## src/rtl/rcv_byte_assembler.sv

```systemverilog
// rtl/rcv_byte_assembler.sv - receive bit-to-byte assembler with SYNC hunt, EOP and stuff handling
// Optional macro STUFF_ERR_CHECK_EN: a stuff bit sampled as 1 inside a packet aborts it with stuff_error.
module rcv_byte_assembler (
    input  logic       clk,
    input  logic       n_rst,
    input  logic       d_orig,
    input  logic       shift_enable,
    input  logic       stuff_bit_detect,
    input  logic       eop,
    output logic [7:0] rcv_data,
    output logic       byte_valid,
    output logic       rx_active,
    output logic       rx_error,
    output logic       stuff_error
);

    typedef enum logic {
        IDLE    = 1'b0,
        RECEIVE = 1'b1
    } state_t;

    localparam logic [7:0] SYNC_PATTERN = 8'h80;

    state_t     r_state;
    logic [7:0] r_window;
    logic [2:0] r_bit_cnt;
    logic       r_win_full;
    logic [7:0] r_rcv_data;
    logic       r_byte_valid;
    logic       r_rx_active;
    logic       r_rx_error;
    logic       r_stuff_error;

    logic [7:0] w_shifted;
    logic       w_window_full;
    logic       w_bad_stuff;

    assign w_shifted = {d_orig, r_window[7:1]};

    // SYNC may only match once eight real bits have entered since the last clear,
    // otherwise a lone 1 after reset or EOP would look like 8'h80.
    assign w_window_full = r_win_full || (r_bit_cnt == 3'd7);

`ifdef STUFF_ERR_CHECK_EN
    assign w_bad_stuff = stuff_bit_detect & d_orig;
`else
    assign w_bad_stuff = 1'b0;
`endif

    always_ff @(posedge clk or negedge n_rst) begin
        if (!n_rst) begin
            r_state       <= IDLE;
            r_window      <= 8'h00;
            r_bit_cnt     <= 3'd0;
            r_win_full    <= 1'b0;
            r_rcv_data    <= 8'h00;
            r_byte_valid  <= 1'b0;
            r_rx_active   <= 1'b0;
            r_rx_error    <= 1'b0;
            r_stuff_error <= 1'b0;
        end else begin
            r_byte_valid  <= 1'b0;
            r_rx_error    <= 1'b0;
            r_stuff_error <= 1'b0;
            if (shift_enable) begin
                case (r_state)
                    IDLE: begin
                        if (eop) begin
                            r_window   <= 8'h00;
                            r_bit_cnt  <= 3'd0;
                            r_win_full <= 1'b0;
                        end else if (!stuff_bit_detect) begin
                            if (w_window_full && (w_shifted == SYNC_PATTERN)) begin
                                r_state     <= RECEIVE;
                                r_window    <= 8'h00;
                                r_bit_cnt   <= 3'd0;
                                r_win_full  <= 1'b0;
                                r_rx_active <= 1'b1;
                            end else begin
                                r_window  <= w_shifted;
                                r_bit_cnt <= r_bit_cnt + 3'd1;
                                if (r_bit_cnt == 3'd7) begin
                                    r_win_full <= 1'b1;
                                end
                            end
                        end
                    end
                    RECEIVE: begin
                        if (eop) begin
                            r_rx_error  <= (r_bit_cnt != 3'd0);
                            r_state     <= IDLE;
                            r_window    <= 8'h00;
                            r_bit_cnt   <= 3'd0;
                            r_win_full  <= 1'b0;
                            r_rx_active <= 1'b0;
                        end else if (stuff_bit_detect) begin
                            if (w_bad_stuff) begin
                                r_stuff_error <= 1'b1;
                                r_state       <= IDLE;
                                r_window      <= 8'h00;
                                r_bit_cnt     <= 3'd0;
                                r_win_full    <= 1'b0;
                                r_rx_active   <= 1'b0;
                            end
                        end else begin
                            r_window  <= w_shifted;
                            r_bit_cnt <= r_bit_cnt + 3'd1;
                            if (r_bit_cnt == 3'd7) begin
                                r_rcv_data   <= w_shifted;
                                r_byte_valid <= 1'b1;
                            end
                        end
                    end
                    default: begin
                        r_state <= IDLE;
                    end
                endcase
            end
        end
    end

    assign rcv_data    = r_rcv_data;
    assign byte_valid  = r_byte_valid;
    assign rx_active   = r_rx_active;
    assign rx_error    = r_rx_error;
    assign stuff_error = r_stuff_error;

endmodule

```

## config.mk

```make
export PLATFORM = sky130hd
export DESIGN_NAME = rcv_byte_assembler
export DESIGN_NICKNAME = d
export VERILOG_FILES = /design/src/rtl/rcv_byte_assembler.sv
export SDC_FILE = /design/constraint.sdc
export NUM_CORES = 1
export LEC_CHECK = 0
export ABC_AREA = 1
export BUFFER_PORTS_ARGS = -buffer_cell sky130_fd_sc_hd__buf_2
export CAP_MARGIN = 10
export CORE_AREA = 2 2 51 53
export CTS_CLUSTER_DIAMETER = 120
export DETAILED_ROUTE_END_ITERATION = 8
export DIE_AREA = 0 0 53 55
export PLACE_DENSITY = 0.76
export SYNTH_ARGS = -nofsm -noshare
export SYNTH_HDL_FRONTEND = slang
export SYNTH_SLANG_ARGS = --single-unit
```

## constraint.sdc

```tcl
create_clock -name clk -period 1.4 [get_ports clk]
set_input_delay 0 -clock clk [delete_from_list [all_inputs] [get_ports clk]]
set_output_delay 0 -clock clk [all_outputs]
set_load 0.005 [all_outputs]
```

==> results.ini, run 1 <==
[drt]
num_vias=864
postRouteAntennaNets=0
viasPerCell=4.85
drc=0
drtPass1Iterations=4
avgRoutedWirePerCell_um=12.3
drt_iter0_markers=22
wl_um=2190

[outcome]
status=finished, final reports clean

[grt]
grt-ovfl-total=0
grt_max_degree=24
grt_pass1_wl_um=3500
grt_usage_pct=16.4
grt_pass1_vias=834
grt_antenna_before_repair=0

[synth]
synth_edf_count=0
synth_top_area_share_pct=51.9
synth_cell_types=23
yosysSeqAreaShare_pct=51.9
synth-seq-cells=23
synth_top_area_cell=dfrtp_1
yosys-top-cells-count=nand2_1, dfrtp_1, inv_1
syn_area_mm2=0.00111
synthFlopType=dfrtp_1
ys_top_cells_by_area=dfrtp_1, nand2_1, inv_1
synthCells=120
synth_fp_nets=129
synth_warnings=0
synthMostInstantiatedCell=nand2_1
synthArstFlopShare_pct=100
syn_avg_cell_area_um2=9.24

[critical_path]
timing.rr.end=rx_active$_DFFE_PN0P_
rrSetupSlack_ns=0.01
path_class=reg2reg
crit_fanout=3
startpoint_type=flop
required_ns=1.59
cp.arrival_ns=1.58
end_kind=flop
reg2regPathDepth=9
critical_path.top_delay_family=flip-flops
path_cells=ha_2 -> ha_4 -> inv_2 -> nand2_2 -> nand3_2 -> nor2_4 -> buf_4 -> nand4_1 -> nand2_1
critPathBufInv=2
worstReg2RegStart=r_bit_cnt[1]$_DFFE_PN0P_
slowest_stage=dfrtp_1
slowest_delay_ns=0.41

[timing]
fmax_mhz=720
slew_violations=0
slew_headroom_pct=65.0
period_share_pct=99.3
rsz0062_at_grt=true
min_period_ns=1.39
finalHoldViolations=0
finalClockSkew_ns=0.00465
worst_pin_slew_ns=0.524
setup_viol=0

[finish]
syn2layout_area_growth_pct=21.8
n_antenna_cell=0
post-route-util_pct=57.1
nets=158
stdcell_area_mm2=0.00135
layout-drive-gt1-share_pct=33.8
finalNonFillerCells=178
nFillCells=232

[run]
maxCapViolations=0

[clock_network]
clk_latency_ns=0.30
clockRootBuffer=clkbuf_4
numCtsBuffers=3
clkSlewWorstSetupHoldPaths_ns=0.12
cts_max_path_buffers=2
htreeDepth=1
cts.sinks=23
cts_tree=built

[place]
place_hpwl_um=1460
dp_cells=164
placed_area_mm2=0.00120
gp_congestion=0.795
numPortBuffers=16

[die]
coreArea_mm2=0.00236
dieArea_mm2=0.00292
dieHeight_um=55
io_pins=18
fp-row-count=18
start_util_pct=46.9
die_x_um=53

[power_and_ir_drop]
ir_drop_uv=422
powerDensity_mw_per_mm2=828
power_leakage_uw=0.000707

[min_path]
whs_path_depth=4
min_from=eop
holdPathEnd=r_win_full$_DFFE_PN0P_
min_path_type=in2reg

[repair_timing]
action | CTS | global route
hold endpoints to repair | 25 | 0
pin swaps | 3 | 2
buffers inserted | 5 | 2
hold buffers | 2 | 0
setup endpoints to repair | 6 | 15
resized for setup | 6 | 4
gates cloned | 0 | 1
[cells in the final DEF, fill, tap and decap left out, drive strengths merged]
cell,count
nand2,31
buf,25
dfrtp,23
inv,18
o21ai,14
nand3,10
nand4,8
nor2,7
clkbuf,4
ha,3
dlygate4sd3,2
a211oi,1
a21oi,1
conb,1
[sequential cells by signal, summed over array words and instances (netlist names)]
name and cells:
r_bit_cnt 3, rcv_data 8, r_window 7, r_state 1, rx_active 1, byte_valid 1
r_win_full 1, rx_error 1
[metal layers]
metal	up-vias	GRT usage, %	part of all wire [%]
met5	-	0	0
met2	20	31.5	50
li1	442	-	-
met1	402	19.1	46
met4	0	2.56	0
met3	0	3.49	3.9
[final cells by class]
class / count / area, µm² / share of cell area [%]
multi-input combinational: 76 / 473 / 35.0
sequential: 23 / 576 / 42.6
inverter: 18 / 70.1 / 5.19
timing repair buffer: 27 / 168 / 12.4
tap: 30 / 37.5 / 2.78
clock buffer: 4 / 26.3 / 1.95
[worst max-delay path by stage]
stage,from,to,cells after the start
after floorplan,r_bit_cnt[0]$_DFFE_PN0P_,r_bit_cnt[0]$_DFFE_PN0P_,9
after global placement,r_bit_cnt[0]$_DFFE_PN0P_,r_bit_cnt[2]$_DFFE_PN0P_,9
after detailed placement,r_bit_cnt[1]$_DFFE_PN0P_,r_bit_cnt[2]$_DFFE_PN0P_,9
after CTS,r_bit_cnt[1]$_DFFE_PN0P_,rcv_data[7]$_DFFE_PN0P_,7
after global routing,r_bit_cnt[1]$_DFFE_PN0P_,r_bit_cnt[2]$_DFFE_PN0P_,9
final,r_bit_cnt[1]$_DFFE_PN0P_,rx_active$_DFFE_PN0P_,9
[logic make-up after synthesis]
family                   count (synthesis)  share of synthesized area [%]
adder cells (fa/ha/maj)                  3                           3.39
flip-flops                              23                           51.9
buffers and inverters                   22                           10.0
AND/OR/NAND/NOR                         55                           24.5
AO/OA/AOI/OAI                           16                           9.82
other                                    1                          0.338
[power by group]
| part | total, µW | switching (µW) | internal, µW | leakage (µW) |
|---|---|---|---|---|
| combinational | 135 | 84.4 | 50.2 | 0.000374 |
| sequential | 689 | 10.4 | 678 | 0.000319 |
| clock | 294 | 183 | 111 | 0.0000150 |
| total | 1120 | 278 | 839 | 0.000707 |
[tightest hold or removal path: cells and delay by family]
kind          cells  cell delay, ns
buf+inv           1            0.14
simple gates      3            0.17
[metrics by stage]
stage | hold slack, ns | power, µW | setup slack [ns] | TNS, ns
2_1_floorplan | -0.296 | 772 | 0.0300 | 0
3_3_place_gp | -0.0116 | 805 | -0.0303 | -0.0836
3_5_place_dp | -0.00131 | 813 | -0.137 | -0.538
4_1_cts | 0.0328 | 1120 | 0.00727 | 0
5_1_grt | 0.0579 | 1170 | -0.0740 | -0.381
6_report | 0.0486 | 1120 | 0.0104 | 0
(Power assumes the default switching activity.)
==> run 2, diff against run 1 <==
==> config.mk (replaced) <==
export PLATFORM = sky130hd
export DESIGN_NAME = rcv_byte_assembler
export DESIGN_NICKNAME = d
export VERILOG_FILES = /design/src/rtl/rcv_byte_assembler.sv
export SDC_FILE = /design/constraint.sdc
export NUM_CORES = 1
export LEC_CHECK = 0
export ABC_AREA = 1
export BUFFER_PORTS_ARGS = -buffer_cell sky130_fd_sc_hd__buf_4
export CORE_AREA = 2 2 50 52
export CTS_BUF_LIST = sky130_fd_sc_hd__clkbuf_2 sky130_fd_sc_hd__clkbuf_4 sky130_fd_sc_hd__clkbuf_8
export CTS_CLUSTER_DIAMETER = 120
export DETAILED_ROUTE_END_ITERATION = 8
export DIE_AREA = 0 0 52 54
export PLACE_DENSITY = 0.79
export SYNTH_ARGS = -nofsm -noshare
export SYNTH_HDL_FRONTEND = slang
export SYNTH_SLANG_ARGS = --single-unit
==> results.ini, run 2 (synthesized netlist as in run 1, its figures left out) <==
[outcome]
status=finished with violations
violations=negative setup slack

[finish]
layout-drive-gt1-share_pct=31.7
layout_common_cells=nand2_1, dfrtp_1, buf_4, inv_1, nand3_1
largest_register_ff_count=8
syn2layout_area_growth_pct=24.8
nets=155
n_antenna_cell=0
layout_commonest_cell=nand2_1

[clock_network]
clk_latency_ns=0.32
cts.sinks=23
cts_max_path_buffers=2
htreeDepth=1
clockRootBuffer=clkbuf_4
numCtsBuffers=3
clkSlewWorstSetupHoldPaths_ns=0.14
cts_tree=built

[min_path]
min_path_type=in2reg
min_from=shift_enable
holdPathEnd=r_bit_cnt[1]$_DFFE_PN0P_
whs_path_depth=3

[drt]
dr_wl_met3_um=65
drt_iter0_markers=12
wl_met2_um=1250
num_vias=897
wl_met1_um=1000
top_layer=met4
viasPerCell=5.13
avgRoutedWirePerCell_um=13.5
drc=0
wl_um=2370
postRouteAntennaNets=0
drtPass1Iterations=4

[timing]
setup_tns_ns=-0.0551
setup_ws_ns=-0.0419
rsz0062_at_grt=true
slew_violations=0
finalHoldViolations=0
min_period_ns=1.44
setup_viol=2
finalClockSkew_ns=0.0117
holdWs_ns=0.0184
fmax_mhz=694
period_share_pct=103

[grt]
grt_pass1_wl_um=3970
grt_pass1_vias=877
grt-ovfl-total=0
grt_usage_pct=20.0
grt_max_degree=24
grt_antenna_before_repair=0

[critical_path]
path_cells=ha_2 -> ha_4 -> inv_4 -> nand2_4 -> nand3_2 -> nor2_4 -> nand2_2 -> nand4_1 -> nand2_1
cp.arrival_ns=1.67
path_class=reg2reg
critPathLaunch=r_bit_cnt[0]$_DFFE_PN0P_
required_ns=1.62
timing.rr.end=r_window[7]$_DFFE_PN0P_
end_kind=flop
crit_fanout=4
worstReg2RegStart=r_bit_cnt[0]$_DFFE_PN0P_
rrSetupSlack_ns=-0.04
critical_path.top_delay_family=simple AND/OR/NAND/NOR gates
critPathBufInv=1
reg2regPathDepth=9
slowest_delay_ns=0.39
slowest_stage=dfrtp_1
startpoint_type=flop

[die]
dieArea_mm2=0.00281
coreArea_mm2=0.00232
start_util_pct=47.8
fp-row-count=18
die_x_um=52
dieHeight_um=54
io_pins=18

[run]
maxCapViolations=0

[power_and_ir_drop]
power_leakage_uw=0.000693
ir_drop_uv=686
powerDensity_mw_per_mm2=823

[place]
gp_congestion=0.810
numPortBuffers=16
place_hpwl_um=1520

## run 2: worst max-delay path by stage
stage	endpoint	slack, ns	cells after the start
final	r_window[7]$_DFFE_PN0P_	-0.04	9
after detailed placement	r_window[7]$_DFFE_PN0P_	-0.13	9
after global placement	r_window[7]$_DFFE_PN0P_	-0.02	9
after global routing	r_window[7]$_DFFE_PN0P_	-0.11	9
after floorplan	r_bit_cnt[0]$_DFFE_PN0P_	0.03	9
after CTS	r_window[7]$_DFFE_PN0P_	-0.02	9
## run 2: routing by layer
layer | GRT usage, % | up-vias
li1 | - | 436
met4 | 7.89 | 0
met3 | 2.50 | 4
met1 | 23.4 | 439
met2 | 36.9 | 18
met5 | 0 | -
## run 2: area by class of cell
cell class | count | area (µm²)
timing repair buffer | 24 | 190
clock buffer | 3 | 22.5
clock inverter | 1 | 7.51
sequential | 23 | 576
multi-input combinational | 76 | 478
inverter | 18 | 72.6
fill | 212 | 936
tap | 30 | 37.5
## run 2: timing repair
action | CTS | global route
gates cloned | 1 | 0
setup endpoints to repair | 5 | 7
hold endpoints to repair | 29 | 0
setup buffers | 2 | 0
pin swaps | 4 | 7
gates resized for setup | 8 | 4
hold buffers | 4 | 0
## run 2: power by group
part | internal, µW | total, µW | switching, µW
clock network | 109 | 314 | 205
registers | 678 | 689 | 10.9
logic | 51.1 | 135 | 83.7
## run 2: worst reg2reg max path, cell delays in order (launching register included)
cell,delay [ns]
dfrtp_1,0.39
ha_2,0.20
ha_4,0.15
inv_4,0.04
nand2_4,0.06
nand3_2,0.07
nor2_4,0.14
nand2_2,0.11
nand4_1,0.12
nand2_1,0.07
## run 2: through the flow
stage | std cells | setup slack, ns | power, µW | instance area [µm²] | utilization [%]
finish | 175 | -0.0419 | 1140 | 1380 | 59.7
global route | 175 | -0.112 | 1190 | 1380 | 59.7
CTS | 175 | -0.0198 | 1150 | 1380 | 59.3
detailed placement | 164 | -0.130 | 816 | 1240 | 53.5
global placement | 164 | -0.0241 | 809 | 1240 | 53.5
floorplan | 120 | 0.0300 | 772 | 1110 | -
